### src/rtl/uart_setpoint_rx.sv
// uart_setpoint_rx
//   UART receiver (8N1) plus ASCII line parser that supplies the d/q current
//   setpoints to foc_controller. Accepted lines are "D<int>\n" or "Q<int>\n",
//   where <int> is signed decimal; '\r' is ignored everywhere. Each committed
//   value is clamped to [-LIMIT, +LIMIT].
//
// Parameters
//   CLK_DIV  clock cycles per UART bit (347 = 40 MHz / 115200)
//   LIMIT    magnitude clamp applied to every accepted setpoint
//
// Ports
//   I_clk_40m     in   1   system clock
//   I_rst         in   1   synchronous reset, active-high
//   I_uart_rx     in   1   UART RX line, idle high, asynchronous to clock
//   O_id_aim      out  16  signed d-axis current setpoint
//   O_iq_aim      out  16  signed q-axis current setpoint
//   O_aim_update  out  1   1-cycle pulse when O_id_aim or O_iq_aim is written
//   O_cmd_err     out  1   1-cycle pulse on a rejected line or a framing error
module uart_setpoint_rx #(
  parameter logic [15:0] CLK_DIV = 16'd347,
  parameter logic [15:0] LIMIT   = 16'd2000
) (
  input  logic               I_clk_40m,
  input  logic               I_rst,
  input  logic               I_uart_rx,
  output logic signed [15:0] O_id_aim,
  output logic signed [15:0] O_iq_aim,
  output logic               O_aim_update,
  output logic               O_cmd_err
);

  typedef enum logic [1:0] {R_IDLE, R_START, R_DATA, R_STOP} rx_state_t;
  typedef enum logic [1:0] {P_CMD, P_SIGN, P_DIGIT, P_SKIP} p_state_t;

  localparam logic [7:0] CH_D     = 8'h44;
  localparam logic [7:0] CH_Q     = 8'h51;
  localparam logic [7:0] CH_MINUS = 8'h2D;
  localparam logic [7:0] CH_LF    = 8'h0A;
  localparam logic [7:0] CH_CR    = 8'h0D;
  localparam logic [7:0] CH_0     = 8'h30;
  localparam logic [7:0] CH_9     = 8'h39;

  // ---------------------------------------------------------------------------
  // Input synchronizer; rx_prev gives the falling-edge reference.
  // ---------------------------------------------------------------------------
  logic rx_s1, rx_s2, rx_prev;

  always_ff @(posedge I_clk_40m) begin
    if (I_rst) begin
      rx_s1   <= 1'b1;
      rx_s2   <= 1'b1;
      rx_prev <= 1'b1;
    end else begin
      rx_s1   <= I_uart_rx;
      rx_s2   <= rx_s1;
      rx_prev <= rx_s2;
    end
  end

  // ---------------------------------------------------------------------------
  // RX FSM
  // ---------------------------------------------------------------------------
  rx_state_t   rx_state, rx_state_n;
  logic [15:0] bit_cnt, bit_cnt_n;
  logic [2:0]  bit_idx, bit_idx_n;
  logic [7:0]  shift, shift_n;
  logic        byte_valid, frame_err;

  always_ff @(posedge I_clk_40m) begin
    if (I_rst) begin
      rx_state <= R_IDLE;
      bit_cnt  <= '0;
      bit_idx  <= '0;
      shift    <= '0;
    end else begin
      rx_state <= rx_state_n;
      bit_cnt  <= bit_cnt_n;
      bit_idx  <= bit_idx_n;
      shift    <= shift_n;
    end
  end

  always_comb begin
    rx_state_n = rx_state;
    bit_cnt_n  = bit_cnt;
    bit_idx_n  = bit_idx;
    shift_n    = shift;
    byte_valid = 1'b0;
    frame_err  = 1'b0;
    case (rx_state)
      R_IDLE: begin
        if (rx_prev && !rx_s2) begin
          bit_cnt_n  = CLK_DIV >> 1;
          rx_state_n = R_START;
        end
      end
      R_START: begin
        if (bit_cnt == '0) begin
          if (!rx_s2) begin
            rx_state_n = R_DATA;
            bit_cnt_n  = CLK_DIV - 16'd1;
            bit_idx_n  = '0;
          end else begin
            rx_state_n = R_IDLE;
          end
        end else begin
          bit_cnt_n = bit_cnt - 16'd1;
        end
      end
      R_DATA: begin
        if (bit_cnt == '0) begin
          shift_n   = {rx_s2, shift[7:1]};
          bit_cnt_n = CLK_DIV - 16'd1;
          bit_idx_n = bit_idx + 3'd1;
          if (bit_idx == 3'd7) rx_state_n = R_STOP;
        end else begin
          bit_cnt_n = bit_cnt - 16'd1;
        end
      end
      R_STOP: begin
        if (bit_cnt == '0) begin
          // Straight back to idle at mid-stop so a back-to-back start edge is seen.
          rx_state_n = R_IDLE;
          if (rx_s2) byte_valid = 1'b1;
          else       frame_err  = 1'b1;
        end else begin
          bit_cnt_n = bit_cnt - 16'd1;
        end
      end
      default: rx_state_n = R_IDLE;
    endcase
  end

  // ---------------------------------------------------------------------------
  // Parser FSM; consumes shift directly in the byte_valid cycle.
  // ---------------------------------------------------------------------------
  p_state_t    p_state, p_state_n;
  logic        tgt_q, tgt_q_n;
  logic        neg, neg_n;
  logic [16:0] acc, acc_n;
  logic [2:0]  ndig, ndig_n;
  logic        commit, err;
  logic        is_digit;
  logic [3:0]  digit;

  assign is_digit = (shift >= CH_0) && (shift <= CH_9);
  assign digit    = shift[3:0];

  always_ff @(posedge I_clk_40m) begin
    if (I_rst) begin
      p_state <= P_CMD;
      tgt_q   <= 1'b0;
      neg     <= 1'b0;
      acc     <= '0;
      ndig    <= '0;
    end else begin
      p_state <= p_state_n;
      tgt_q   <= tgt_q_n;
      neg     <= neg_n;
      acc     <= acc_n;
      ndig    <= ndig_n;
    end
  end

  always_comb begin
    p_state_n = p_state;
    tgt_q_n   = tgt_q;
    neg_n     = neg;
    acc_n     = acc;
    ndig_n    = ndig;
    commit    = 1'b0;
    err       = 1'b0;
    if (frame_err) begin
      p_state_n = P_SKIP;
      err       = 1'b1;
    end else if (byte_valid && shift != CH_CR) begin
      case (p_state)
        P_CMD: begin
          if (shift == CH_D || shift == CH_Q) begin
            tgt_q_n   = (shift == CH_Q);
            neg_n     = 1'b0;
            acc_n     = '0;
            ndig_n    = '0;
            p_state_n = P_SIGN;
          end else if (shift != CH_LF) begin
            err       = 1'b1;
            p_state_n = P_SKIP;
          end
        end
        P_SIGN: begin
          if (shift == CH_MINUS) begin
            neg_n     = 1'b1;
            p_state_n = P_DIGIT;
          end else if (is_digit) begin
            acc_n     = {13'd0, digit};
            ndig_n    = 3'd1;
            p_state_n = P_DIGIT;
          end else if (shift == CH_LF) begin
            err       = 1'b1;
            p_state_n = P_CMD;
          end else begin
            err       = 1'b1;
            p_state_n = P_SKIP;
          end
        end
        P_DIGIT: begin
          if (is_digit) begin
            if (ndig == 3'd5) begin
              err       = 1'b1;
              p_state_n = P_SKIP;
            end else begin
              acc_n  = acc * 17'd10 + {13'd0, digit};
              ndig_n = ndig + 3'd1;
            end
          end else if (shift == CH_LF) begin
            if (ndig != '0) commit = 1'b1;
            else            err    = 1'b1;
            p_state_n = P_CMD;
          end else begin
            err       = 1'b1;
            p_state_n = P_SKIP;
          end
        end
        P_SKIP: begin
          if (shift == CH_LF) p_state_n = P_CMD;
        end
        default: p_state_n = P_CMD;
      endcase
    end
  end

  // ---------------------------------------------------------------------------
  // Clamp, sign and register outputs.
  // ---------------------------------------------------------------------------
  logic        [15:0] mag;
  logic signed [15:0] mag_s, commit_val;

  always_comb begin
    mag        = (acc > {1'b0, LIMIT}) ? LIMIT : acc[15:0];
    mag_s      = signed'(mag);
    commit_val = neg ? -mag_s : mag_s;
  end

  always_ff @(posedge I_clk_40m) begin
    if (I_rst) begin
      O_id_aim     <= '0;
      O_iq_aim     <= '0;
      O_aim_update <= 1'b0;
      O_cmd_err    <= 1'b0;
    end else begin
      if (commit) begin
        if (tgt_q) O_iq_aim <= commit_val;
        else       O_id_aim <= commit_val;
      end
      O_aim_update <= commit;
      O_cmd_err    <= err;
    end
  end

endmodule
### config.mk
export PLATFORM = sky130hd
export DESIGN_NAME = uart_setpoint_rx
export DESIGN_NICKNAME = d
export VERILOG_FILES = /design/src/rtl/uart_setpoint_rx.sv
export SDC_FILE = /design/constraint.sdc
export NUM_CORES = 1
export LEC_CHECK = 0
export BUFFER_PORTS_ARGS = -buffer_cell sky130_fd_sc_hd__buf_2
export CAP_MARGIN = 0
export CORE_ASPECT_RATIO = 0.5
export CORE_MARGIN = 4
export CORE_UTILIZATION = 40
export DETAILED_ROUTE_END_ITERATION = 10
export PLACE_DENSITY = 0.63
export RECOVER_POWER = 50
export SETUP_SLACK_MARGIN = 0.15
export SKIP_LAST_GASP = 1
export SLEW_MARGIN = 20
export SYNTH_ARGS = -nofsm -noshare
export SYNTH_HDL_FRONTEND = slang
export SYNTH_SLANG_ARGS = --single-unit
### constraint.sdc
create_clock -name I_clk_40m -period 4.25 [get_ports I_clk_40m]
set_input_delay 0.2125 -clock I_clk_40m [delete_from_list [all_inputs] [get_ports I_clk_40m]]
set_output_delay 0.2125 -clock I_clk_40m [all_outputs]
set_load 0.005 [all_outputs]
==> flow_summary.yaml, run 1 <==
routing:
  drc: 0
  vias: 4881
  routed_wirelength_um: 12700
  drt_pre_antenna_iters: 4
  drt-initial-drc-count: 259
  avgRoutedWirePerCell_um: 14.2
  via_per_inst: 5.43
  detail-route-antenna-nets: 0
clock_tree:
  cts_buffers: 9
  cts.hold.buffers_added: 0
  cts_htree_levels: 3
  clkTransAtPathRegs_ns: 0.07
  numClockSinks: 90
  post-cts-setup-buffer-count: 0
  root_buf_cell: "clkbuf_16"
  clk_path_buf_depth: 2
  post_cts_resize_count: 0
  tritoncts: "yes"
  insertion_delay_ns: 0.35
critical_path:
  worst_setup_path_end_kind: "flop"
  worstPathCellList: "ha_1 > ha_1 > fa_1 > a211oi_1 > o21bai_1 > a21oi_1 > xnor2_1 > nand4_1 > nor4_1 > xnor2_1 > o21ai_1"
  worstPathBufferInverterCount: 0
  worstPathMaxFanout: 7
  critPathMaxStageDelay_ns: 0.49
  critical-path-slowest-cell: "dfxtp_1"
  worst_path_dominant_cell_family: "adder cells"
  kind_of_critical_path: "reg -> reg"
  cp.arrival_ns: 3.55
  critical_path_required_time_ns: 4.49
  setup.worst_path.start_class: "flop"
synthesis:
  synth.avg_cell_area_um2: 7.85
  synth.most_common_cell: "a21oi_1"
  synth_edf_count: 0
  ys.flop_type: "dfxtp_1"
  synthesis.nets: 755
  synth_warnings: 0
  netlist_area_mm2: 0.00552
  synth-async-reset-ratio: 0
  synth.largest_area_cell: "dfxtp_1"
  synth.ff_latch_count: 90
  yosysSeqAreaShare: 0.327
  synth.distinct_cells: 70
  synth.area.top_cells: "dfxtp_1 (33%), ha_1 (11%), a21oi_1 (9.0%), nand2_1 (6.4%), nor2_1 (4.0%)"
  netlist.area_leader.share: 0.327
  synthCells: 703
  synth_top_cells_by_count: "a21oi_1 (99), nand2_1 (94), dfxtp_1 (90), nor2_1 (59), ha_1 (47)"
place:
  placedCellCount: 883
  port_buffers: 36
  gp_routability_congestion: 0.840
  post-dp-hpwl_um: 9190
pwr:
  cellLeakagePower_uw: 0.00236
  power_per_cell_area_mw_per_mm2: 327
  ir_worst_vdd_uv: 176
sta:
  timing.final.crit_share: 0.778
  setup-violations-final: 0
  layout_min_cycle_time_ns: 3.31
  unrepaired_setup_endpoints_after_global_routing: "false"
  fmax_achieved_mhz: 303
  final-hold-violation-count: 0
  final-max-slew-violation-count: 91
  slew-limit-headroom: -0.376
  setup_total_negative_slack_ns: 0
  tightest_slew_ns: 2.06
  final_setup_skew_ns: 0.0119
status:
  violations_in_the_final_reports: "max-capacitance violations, max-slew violations"
  run_status: "finished with violations"
cells_and_area:
  final_nets: 770
  area.growth.synth_to_final_pct: 9.98
  final_cell_count_no_fill: 899
  antenna_cells: 0
  drive_above_1_share: 0.0788
floorplanning:
  num_io_pins: 37
  fp.coreArea_mm2: 0.0135
  rows: 30
  die_ar_mm2: 0.0158
  floorplan.die.width_um: 174
  floorplan.initialDensity: 0.408
  die_height_um: 91.0
worst_hold_path:
  hp-class: "in -> reg"
global_routing:
  gr-usage-all-layers: 0.163
  grt_ovf: 0
  antenna_found_initial: 0
  grt_pass1_vias: 4697
  grt_max_degree: 46
  wire_length_of_the_first_global_routing_pass_um: 21900
flow_run:
  drv.max_cap_violation_count: 2
-- sequential cells by signal, indices dropped and copies added, names as in the netlist, named ones only --
name          cells
rx_prev           1
shift             8
rx_s1             1
O_id_aim         16
p_state           2
acc              17
bit_idx           3
ndig              3
O_aim_update      1
O_iq_aim         16
O_cmd_err         1
rx_state          1
tgt_q             1
neg               1
bit_cnt          16
rx_s2             1
-- through the flow --
| step | instance area [um2] | total power, uW | util | hold slack, ns | setup slack [ns] |
|---|---|---|---|---|---|
| after floorplan | 5520 | 1100 | - | 0.316 | 1.29 |
| after global placement | 5790 | 1170 | 0.428 | 0.407 | 1.06 |
| after detailed placement | 5790 | 1170 | 0.428 | 0.408 | 0.989 |
| after CTS | 6100 | 2010 | 0.451 | 0.0430 | 0.971 |
| after global routing | 6070 | 2070 | 0.449 | 0.0415 | 0.666 |
| final | 6070 | 1980 | 0.449 | 0.0479 | 0.944 |
-- cell type report --
| class | count | area (um2) |
|---|---|---|
| Fill cell | 1386 | 7450 |
| Clock inverter | 7 | 83.8 |
| Multi-Input combinational cell | 559 | 3490 |
| Clock buffer | 9 | 225 |
| Sequential cell | 90 | 1800 |
| Inverter | 19 | 71.3 |
| Timing Repair Buffer | 39 | 176 |
| Tap cell | 176 | 220 |
-- cell families after synthesis --
group	Yosys count	share of synthesized area
xor gates and xnor gates	31	0.0492
AOI/OAI and AO/OA	195	0.206
muxes	3	0.00567
adders and majority gates	49	0.114
and+or+nand+nor	281	0.258
DFF	90	0.327
buffers and inverters	54	0.0406
-- layout by cell type, fill, tap and decap left out, types with 18 or more instances in the layout --
| cell type | netlist | final |
|---|---|---|
| buf_2 | 8 | 18 |
| xnor2_1 | 25 | 25 |
| o21ai_0 | 29 | 29 |
| a21oi_1 | 99 | 99 |
| dfxtp_1 | 90 | 90 |
| nand2_1 | 94 | 94 |
| inv_1 | 18 | 18 |
| nand3_1 | 35 | 35 |
| nor2_1 | 59 | 59 |
| nor3_1 | 24 | 24 |
| clkbuf_1 | 24 | 18 |
| ha_1 | 47 | 47 |
-- report_power, final --
group | switching, uW | internal [uW] | total [uW] | leakage, uW
logic | 172 | 91.1 | 264 | 0.00149
registers | 20.6 | 859 | 880 | 0.000726
clock network | 372 | 468 | 840 | 0.000149
-- per-layer routing --
metal	vias to the layer above	GRT usage	share of wire	wire length, um
met5	-	0	0	0
met1	2281	0.208	0.49	6200
met2	54	0.282	0.48	6050
li1	2533	-	-	-
met3	13	0.0362	0.027	340
met4	0	0.0434	0.011	140
-- path summary, 6_finish.rpt --
kind / depth (start not counted) / startpoint / slack, ns / end
worst max register to register: 11 / acc[1]$_SDFFE_PP0P_ / 0.94 / acc[16]$_SDFFE_PP0P_
worst min-delay path: 2 / I_uart_rx / 0.05 / rx_s1$_SDFF_PP1_
worst min register to register: 1 / rx_s1$_SDFF_PP1_ / 0.42 / rx_s2$_SDFF_PP1_
worst max-delay path: 11 / acc[1]$_SDFFE_PP0P_ / 0.94 / acc[16]$_SDFFE_PP0P_
Note: power is estimated with default switching activity, not from simulation.
==> inputs of run 2 (changes only) <==
==> constraint.sdc (replaced) <==
create_clock -name I_clk_40m -period 3.1 [get_ports I_clk_40m]
set_input_delay 0.155 -clock I_clk_40m [delete_from_list [all_inputs] [get_ports I_clk_40m]]
set_output_delay 0.155 -clock I_clk_40m [all_outputs]
set_load 0.005 [all_outputs]
==> run 2 against run 1 <==
Compared with the run above: the flow still finishes with violations (max-capacitance violations, max-slew violations); largest cell class unchanged; fmax grew 19%; total power rose by 37%; sequential cell count is the same; critical path type unchanged; clock-buffer cell count grew 4; critical path depth unchanged; core utilization increased by 1.2 points.
==> flow_summary.yaml, run 2 (synthesized netlist as in run 1, its figures left out) <==
global_routing:
  wire_length_of_the_first_global_routing_pass_um: 22200
  grt_max_degree: 39
  grt_pass1_vias: 4667
  antenna_found_initial: 0
  gr-usage-all-layers: 0.164
  grt_ovf: 0
status:
  run_status: "finished with violations"
  violations_in_the_final_reports: "max-capacitance violations, max-slew violations"
routing:
  drt-initial-drc-count: 263
  vias: 4888
  routed_wirelength_um: 12700
  drt_pre_antenna_iters: 4
  avgRoutedWirePerCell_um: 13.9
  detail-route-antenna-nets: 0
  via_per_inst: 5.34
  drc: 0
clock_tree:
  cts_htree_levels: 3
  tritoncts: "yes"
  root_buf_cell: "clkbuf_16"
  insertion_delay_ns: 0.34
  numClockSinks: 90
  cts_buffers: 9
  clk_path_buf_depth: 2
  clkTransAtPathRegs_ns: 0.07
critical_path:
  critical-path-slowest-cell: "fa_2"
  setup.worst_path.start_class: "flop"
  r2r.worst_path.cells: 11
  cp.arrival_ns: 3.01
  r2r_setup_slack_ns: 0.33
  rr_endpoint: "acc[15]$_SDFFE_PP0P_"
  critPathMaxStageDelay_ns: 0.39
  kind_of_critical_path: "reg -> reg"
  critical_path_required_time_ns: 3.34
  worstPathMaxFanout: 3
  worst_setup_path_end_kind: "flop"
  crit-reg2reg-launch: "acc[1]$_SDFFE_PP0P_"
  worstPathCellList: "ha_1 > ha_1 > fa_2 > a211oi_2 > o21bai_1 > a21oi_2 > xnor2_1 > nand4_1 > nor3_2 > xnor2_1 > a22o_1"
worst_hold_path:
  hold_path_end: "rx_s2$_SDFF_PP1_"
  hp-class: "reg -> reg"
  min_path_cells: 1
  timing.hold.worst.start: "rx_s1$_SDFF_PP1_"
pwr:
  power.internal_uw: 1990
  cellLeakagePower_uw: 0.00242
  ir_worst_vdd_uv: 233
  psw_uw: 725
  share_seq_of_total_power: 0.445
  power_frac_clock: 0.424
  power_per_cell_area_mw_per_mm2: 436
  power.switching_fraction: 0.267
  comb_power_share: 0.131
cells_and_area:
  commonest_non_fill_non_tap_cell_in_the_layout: "a21oi_1"
  postLayoutCellArea_mm2: 0.00622
  final_nets: 787
  mostFrequentLayoutCells: "a21oi_1 (99), nand2_1 (94), dfxtp_1 (89)"
  antenna_cells: 0
  area.growth.synth_to_final_pct: 12.8
  fill_cells: 1396
  regMostFlops: "acc"
  drive_above_1_share: 0.0959
  largest_register_ff_count: 17
floorplanning:
  num_io_pins: 37
  die_height_um: 91.0
  fp.coreArea_mm2: 0.0135
  floorplan.initialDensity: 0.408
  floorplan.die.width_um: 174
  die_ar_mm2: 0.0158
  rows: 30
sta:
  tightest_slew_ns: 1.76
  final_setup_skew_ns: 0.0130
  final-hold-violation-count: 0
  timing.final.crit_share: 0.894
  setup_total_negative_slack_ns: 0
  setup-violations-final: 0
  unrepaired_setup_endpoints_after_global_routing: "true"
  fmax_achieved_mhz: 361
  slew-limit-headroom: -0.173
  final-max-slew-violation-count: 39
  layout_min_cycle_time_ns: 2.77
place:
  port_buffers: 36
  post-dp-hpwl_um: 9230
  gp_routability_congestion: 0.809
  placement.cell_area_mm2: 0.00591
flow_run:
  drv.max_cap_violation_count: 1
run 2: critical path: cells and delay by family, from the launching register on:
family,cells,cell delay [ns]
and+or+nand+nor,2,0.46
adders and majority gates,3,0.93
xor gates and xnor gates,2,0.24
DFF,1,0.31
AOI/OAI and AO/OA,4,0.74
run 2: routing by layer:
layer  global-route usage  vias up  wire (um)
met5                    0        -          0
met4               0.0382        0        142
met3               0.0320       15        285
met2                0.274       48       6000
met1                0.219     2252       6320
li1                     -     2573          -
run 2: area by class of cell:
type                       count  area (um2)  share of cell area
multi-input combinational    559        3520               0.566
sequential                    90        1800               0.290
timing repair buffer          56         292              0.0468
clock buffer                  13         270              0.0434
tap                          176         220              0.0354
inverter                      19        71.3              0.0115
clock inverter                 3        46.3             0.00744
run 2: worst max-delay path by stage:
| stage | from | endpoint |
|---|---|---|
| after floorplan | acc[1]$_SDFFE_PP0P_ | acc[15]$_SDFFE_PP0P_ |
| after global placement | acc[1]$_SDFFE_PP0P_ | acc[16]$_SDFFE_PP0P_ |
| after detailed placement | acc[1]$_SDFFE_PP0P_ | acc[15]$_SDFFE_PP0P_ |
| after CTS | acc[1]$_SDFFE_PP0P_ | acc[15]$_SDFFE_PP0P_ |
| after global routing | acc[1]$_SDFFE_PP0P_ | acc[15]$_SDFFE_PP0P_ |
| final | acc[1]$_SDFFE_PP0P_ | acc[15]$_SDFFE_PP0P_ |
run 2: per-stage QoR:
step	utilization	hold WS [ns]	worst slack (ns)	power, uW	std cells
after floorplan	-	0.259	0.168	1510	703
after global placement	0.437	0.351	0.163	1600	898
after detailed placement	0.437	0.355	0.142	1610	898
after CTS	0.461	0.00323	0.187	2770	914
after global routing	0.461	0.429	0.138	2840	916
final	0.461	0.409	0.330	2720	916
run 2: what timing repair did:
item                                   4_1_cts  5_1_grt
hold buffers                                 0        1
resized for setup                            1       12
setup buffers                                0        1
pin swaps                                    0        4
setup endpoints to repair                    2       19
endpoints found under the hold margin        0        1
run 2: power by group through the flow:
stage	sequential (uW)	clock, uW	combinational (uW)
floorplan	1220	0	291
global placement	1230	0	364
detailed placement	1230	0	373
CTS	1210	1180	375
global route	1210	1240	397
finish	1210	1150	355
==> inputs of run 3 (changes only) <==
--- a/config.mk
+++ b/config.mk
@@ -9,9 +9,9 @@
 export CAP_MARGIN = 0
 export CORE_ASPECT_RATIO = 0.5
 export CORE_MARGIN = 4
-export CORE_UTILIZATION = 40
+export CORE_UTILIZATION = 50
 export DETAILED_ROUTE_END_ITERATION = 10
-export PLACE_DENSITY = 0.63
+export PLACE_DENSITY = 0.74
 export RECOVER_POWER = 50
 export SETUP_SLACK_MARGIN = 0.15
 export SKIP_LAST_GASP = 1
==> run 3 against run 2 <==
Compared with the run above: sequential power is essentially flat; clock skew increased by 0.0046 ns; total power fell by 4.6%; setup slack worse by 0.015 ns; non-clock buffer count is 3 higher; global-route usage grew 3.8 points; fmax fell by 0.52%; highest routed layer unchanged; the flow still finishes with violations (max-capacitance violations, max-slew violations); clock-buffer cell count down 3; critical path depth unchanged; combinational power rose by 3%; final cell count fell by 3.6%; critical endpoint unchanged; sequential cell count unchanged.
==> flow_summary.yaml, run 3 (synthesized netlist as in run 1, its figures left out) <==
status:
  run_status: "finished with violations"
  violations_in_the_final_reports: "max-capacitance violations, max-slew violations"
pwr:
  psw_uw: 736
  comb_power_share: 0.140
  power.switching_fraction: 0.284
  power_per_cell_area_mw_per_mm2: 418
  power.internal_uw: 1860
  cellLeakagePower_uw: 0.00240
  power_frac_clock: 0.393
  ir_worst_vdd_uv: 332
  share_seq_of_total_power: 0.466
sta:
  final-max-slew-violation-count: 43
  timing.final.crit_share: 0.898
  layout_min_cycle_time_ns: 2.78
  fmax_achieved_mhz: 359
  tightest_slew_ns: 1.88
  final_setup_skew_ns: 0.0176
  setup-violations-final: 0
  finalWorstSetupSlack_ns: 0.315
  final-hold-violation-count: 0
  setup_total_negative_slack_ns: 0
  unrepaired_setup_endpoints_after_global_routing: "false"
  slew-limit-headroom: -0.251
cells_and_area:
  mostFrequentLayoutCells: "a21oi_1 (98), nand2_1 (94), dfxtp_1 (86)"
  final_cell_count_no_fill: 883
  largest_register_ff_count: 17
  utilization: 0.592
  final_nets: 790
  regMostFlops: "acc"
  commonest_non_fill_non_tap_cell_in_the_layout: "a21oi_1"
  drive_above_1_share: 0.110
  antenna_cells: 0
  area.growth.synth_to_final_pct: 12.4
critical_path:
  worst_path_dominant_cell_family: "compound AO/OA/AOI/OAI gates"
  crit-reg2reg-launch: "acc[2]$_SDFFE_PP0P_"
  critical-path-slowest-cell: "dfxtp_2"
  worstPathBufferInverterCount: 1
  worst_setup_path_end_kind: "flop"
  worstPathMaxFanout: 8
  r2r_setup_slack_ns: 0.32
  setup.worst_path.start_class: "flop"
  critical_path_required_time_ns: 3.35
  cp.arrival_ns: 3.03
  r2r.worst_path.cells: 11
  critPathMaxStageDelay_ns: 0.36
  kind_of_critical_path: "reg -> reg"
  rr_endpoint: "acc[15]$_SDFFE_PP0P_"
  worstPathCellList: "ha_1 > ha_1 > a211oi_2 > o21ai_0 > a21oi_1 > xnor2_1 > nand4_1 > buf_4 > nor3_2 > xnor2_1 > a22o_1"
worst_hold_path:
  hold_path_end: "rx_s2$_SDFF_PP1_"
  min_path_cells: 1
  timing.hold.worst.start: "rx_s1$_SDFF_PP1_"
  hp-class: "reg -> reg"
floorplanning:
  die_ar_mm2: 0.0129
  rows: 26
  fp.coreArea_mm2: 0.0105
  num_io_pins: 37
  floorplan.initialDensity: 0.527
  die_height_um: 82.3
  floorplan.die.width_um: 157
clock_tree:
  tritoncts: "yes"
  clkTransAtPathRegs_ns: 0.08
  clk_path_buf_depth: 2
  cts_htree_levels: 3
  numClockSinks: 90
  cts_buffers: 9
  insertion_delay_ns: 0.35
  root_buf_cell: "clkbuf_16"
routing:
  drt_pre_antenna_iters: 5
  via_per_inst: 5.70
  drc: 0
  routed_wirelength_um: 12600
  detail-route-antenna-nets: 0
  avgRoutedWirePerCell_um: 14.3
  drt-initial-drc-count: 242
  vias: 5034
flow_run:
  drv.max_cap_violation_count: 1
global_routing:
  wire_length_of_the_first_global_routing_pass_um: 21300
  antenna_found_initial: 0
  grt_ovf: 0
  grt_pass1_vias: 4644
  grt_max_degree: 48
  gr-usage-all-layers: 0.201
place:
  dpl_worst_slack_ns: 0.0189
  placedCellCount: 860
  port_buffers: 36
  post-dp-hpwl_um: 8950
  gp_routability_congestion: 0.873
==> run 3: changes by cell type in the layout (fill, tap and decap cells not counted), sizes merged <==
cell      previous run  this run
buf                 28        30
bufinv               1         0
clkbuf              40        38
clkinv               2         4
clkinvlp             1         2
inv                 18        19
==> run 3: area by class of cell <==
| type | count | area (um2) |
|---|---|---|
| fillers | 978 | 4270 |
| repair buffers | 59 | 317 |
| inverters | 19 | 71.3 |
| clock inverters | 6 | 42.5 |
| flip-flops and latches | 90 | 1810 |
| multi-input cells | 559 | 3560 |
| clock buffers | 10 | 229 |
| well taps | 140 | 175 |
==> run 3: what timing repair did <==
action / CTS / global route
hold buffers: 1 / 0
endpoints found under the hold margin: 1 / 0
setup buffers: 0 / 6
endpoints found under the setup margin: 2 / 11
gates resized for setup: 4 / 15
pin swaps: 2 / 9
==> run 3: worst max-delay path by stage <==
stage / startpoint / end / slack [ns] / depth (start not counted)
detailed placement: acc[1]$_SDFFE_PP0P_ / acc[16]$_SDFFE_PP0P_ / 0.02 / 11
CTS: acc[1]$_SDFFE_PP0P_ / acc[15]$_SDFFE_PP0P_ / 0.20 / 11
global placement: acc[1]$_SDFFE_PP0P_ / acc[16]$_SDFFE_PP0P_ / 0.11 / 11
global route: acc[2]$_SDFFE_PP0P_ / acc[15]$_SDFFE_PP0P_ / 0.14 / 11
floorplan: acc[1]$_SDFFE_PP0P_ / acc[15]$_SDFFE_PP0P_ / 0.17 / 11
finish: acc[2]$_SDFFE_PP0P_ / acc[15]$_SDFFE_PP0P_ / 0.32 / 11
==> run 3: worst register-to-register path, delay by kind of cell, from the launching register on <==
family / cells / cell delay (ns)
xor+xnor: 2 / 0.32
compound gates: 4 / 0.83
buf+inv: 1 / 0.19
simple gates: 2 / 0.32
fa+ha+maj: 2 / 0.69
flops: 1 / 0.36
==> run 3: power by group through the flow <==
| stage | clock network (uW) | logic (uW) | registers [uW] |
|---|---|---|---|
| final | 1020 | 364 | 1210 |
| after global routing | 1080 | 420 | 1210 |
| after CTS | 1050 | 366 | 1210 |
| after detailed placement | 0 | 363 | 1230 |
| after global placement | 0 | 358 | 1230 |
| after floorplan | 0 | 291 | 1220 |
==> run 3: per-layer routing <==
metal  vias to the layer above  GRT usage  wire length (um)
met2                        94      0.343              5950
met1                      2350      0.254              6030
met5                         -          0                 0
li1                       2571          -                 -
met4                         0     0.0762               200
met3                        19     0.0437               463
==> run 3: per-stage QoR <==
stage	hold WS [ns]	total power, uW	instance area (um2)
floorplan	0.259	1510	5520
global placement	0.339	1590	5860
detailed placement	0.340	1600	5860
CTS	0.374	2620	6160
global route	0.424	2710	6200
finish	0.408	2590	6200
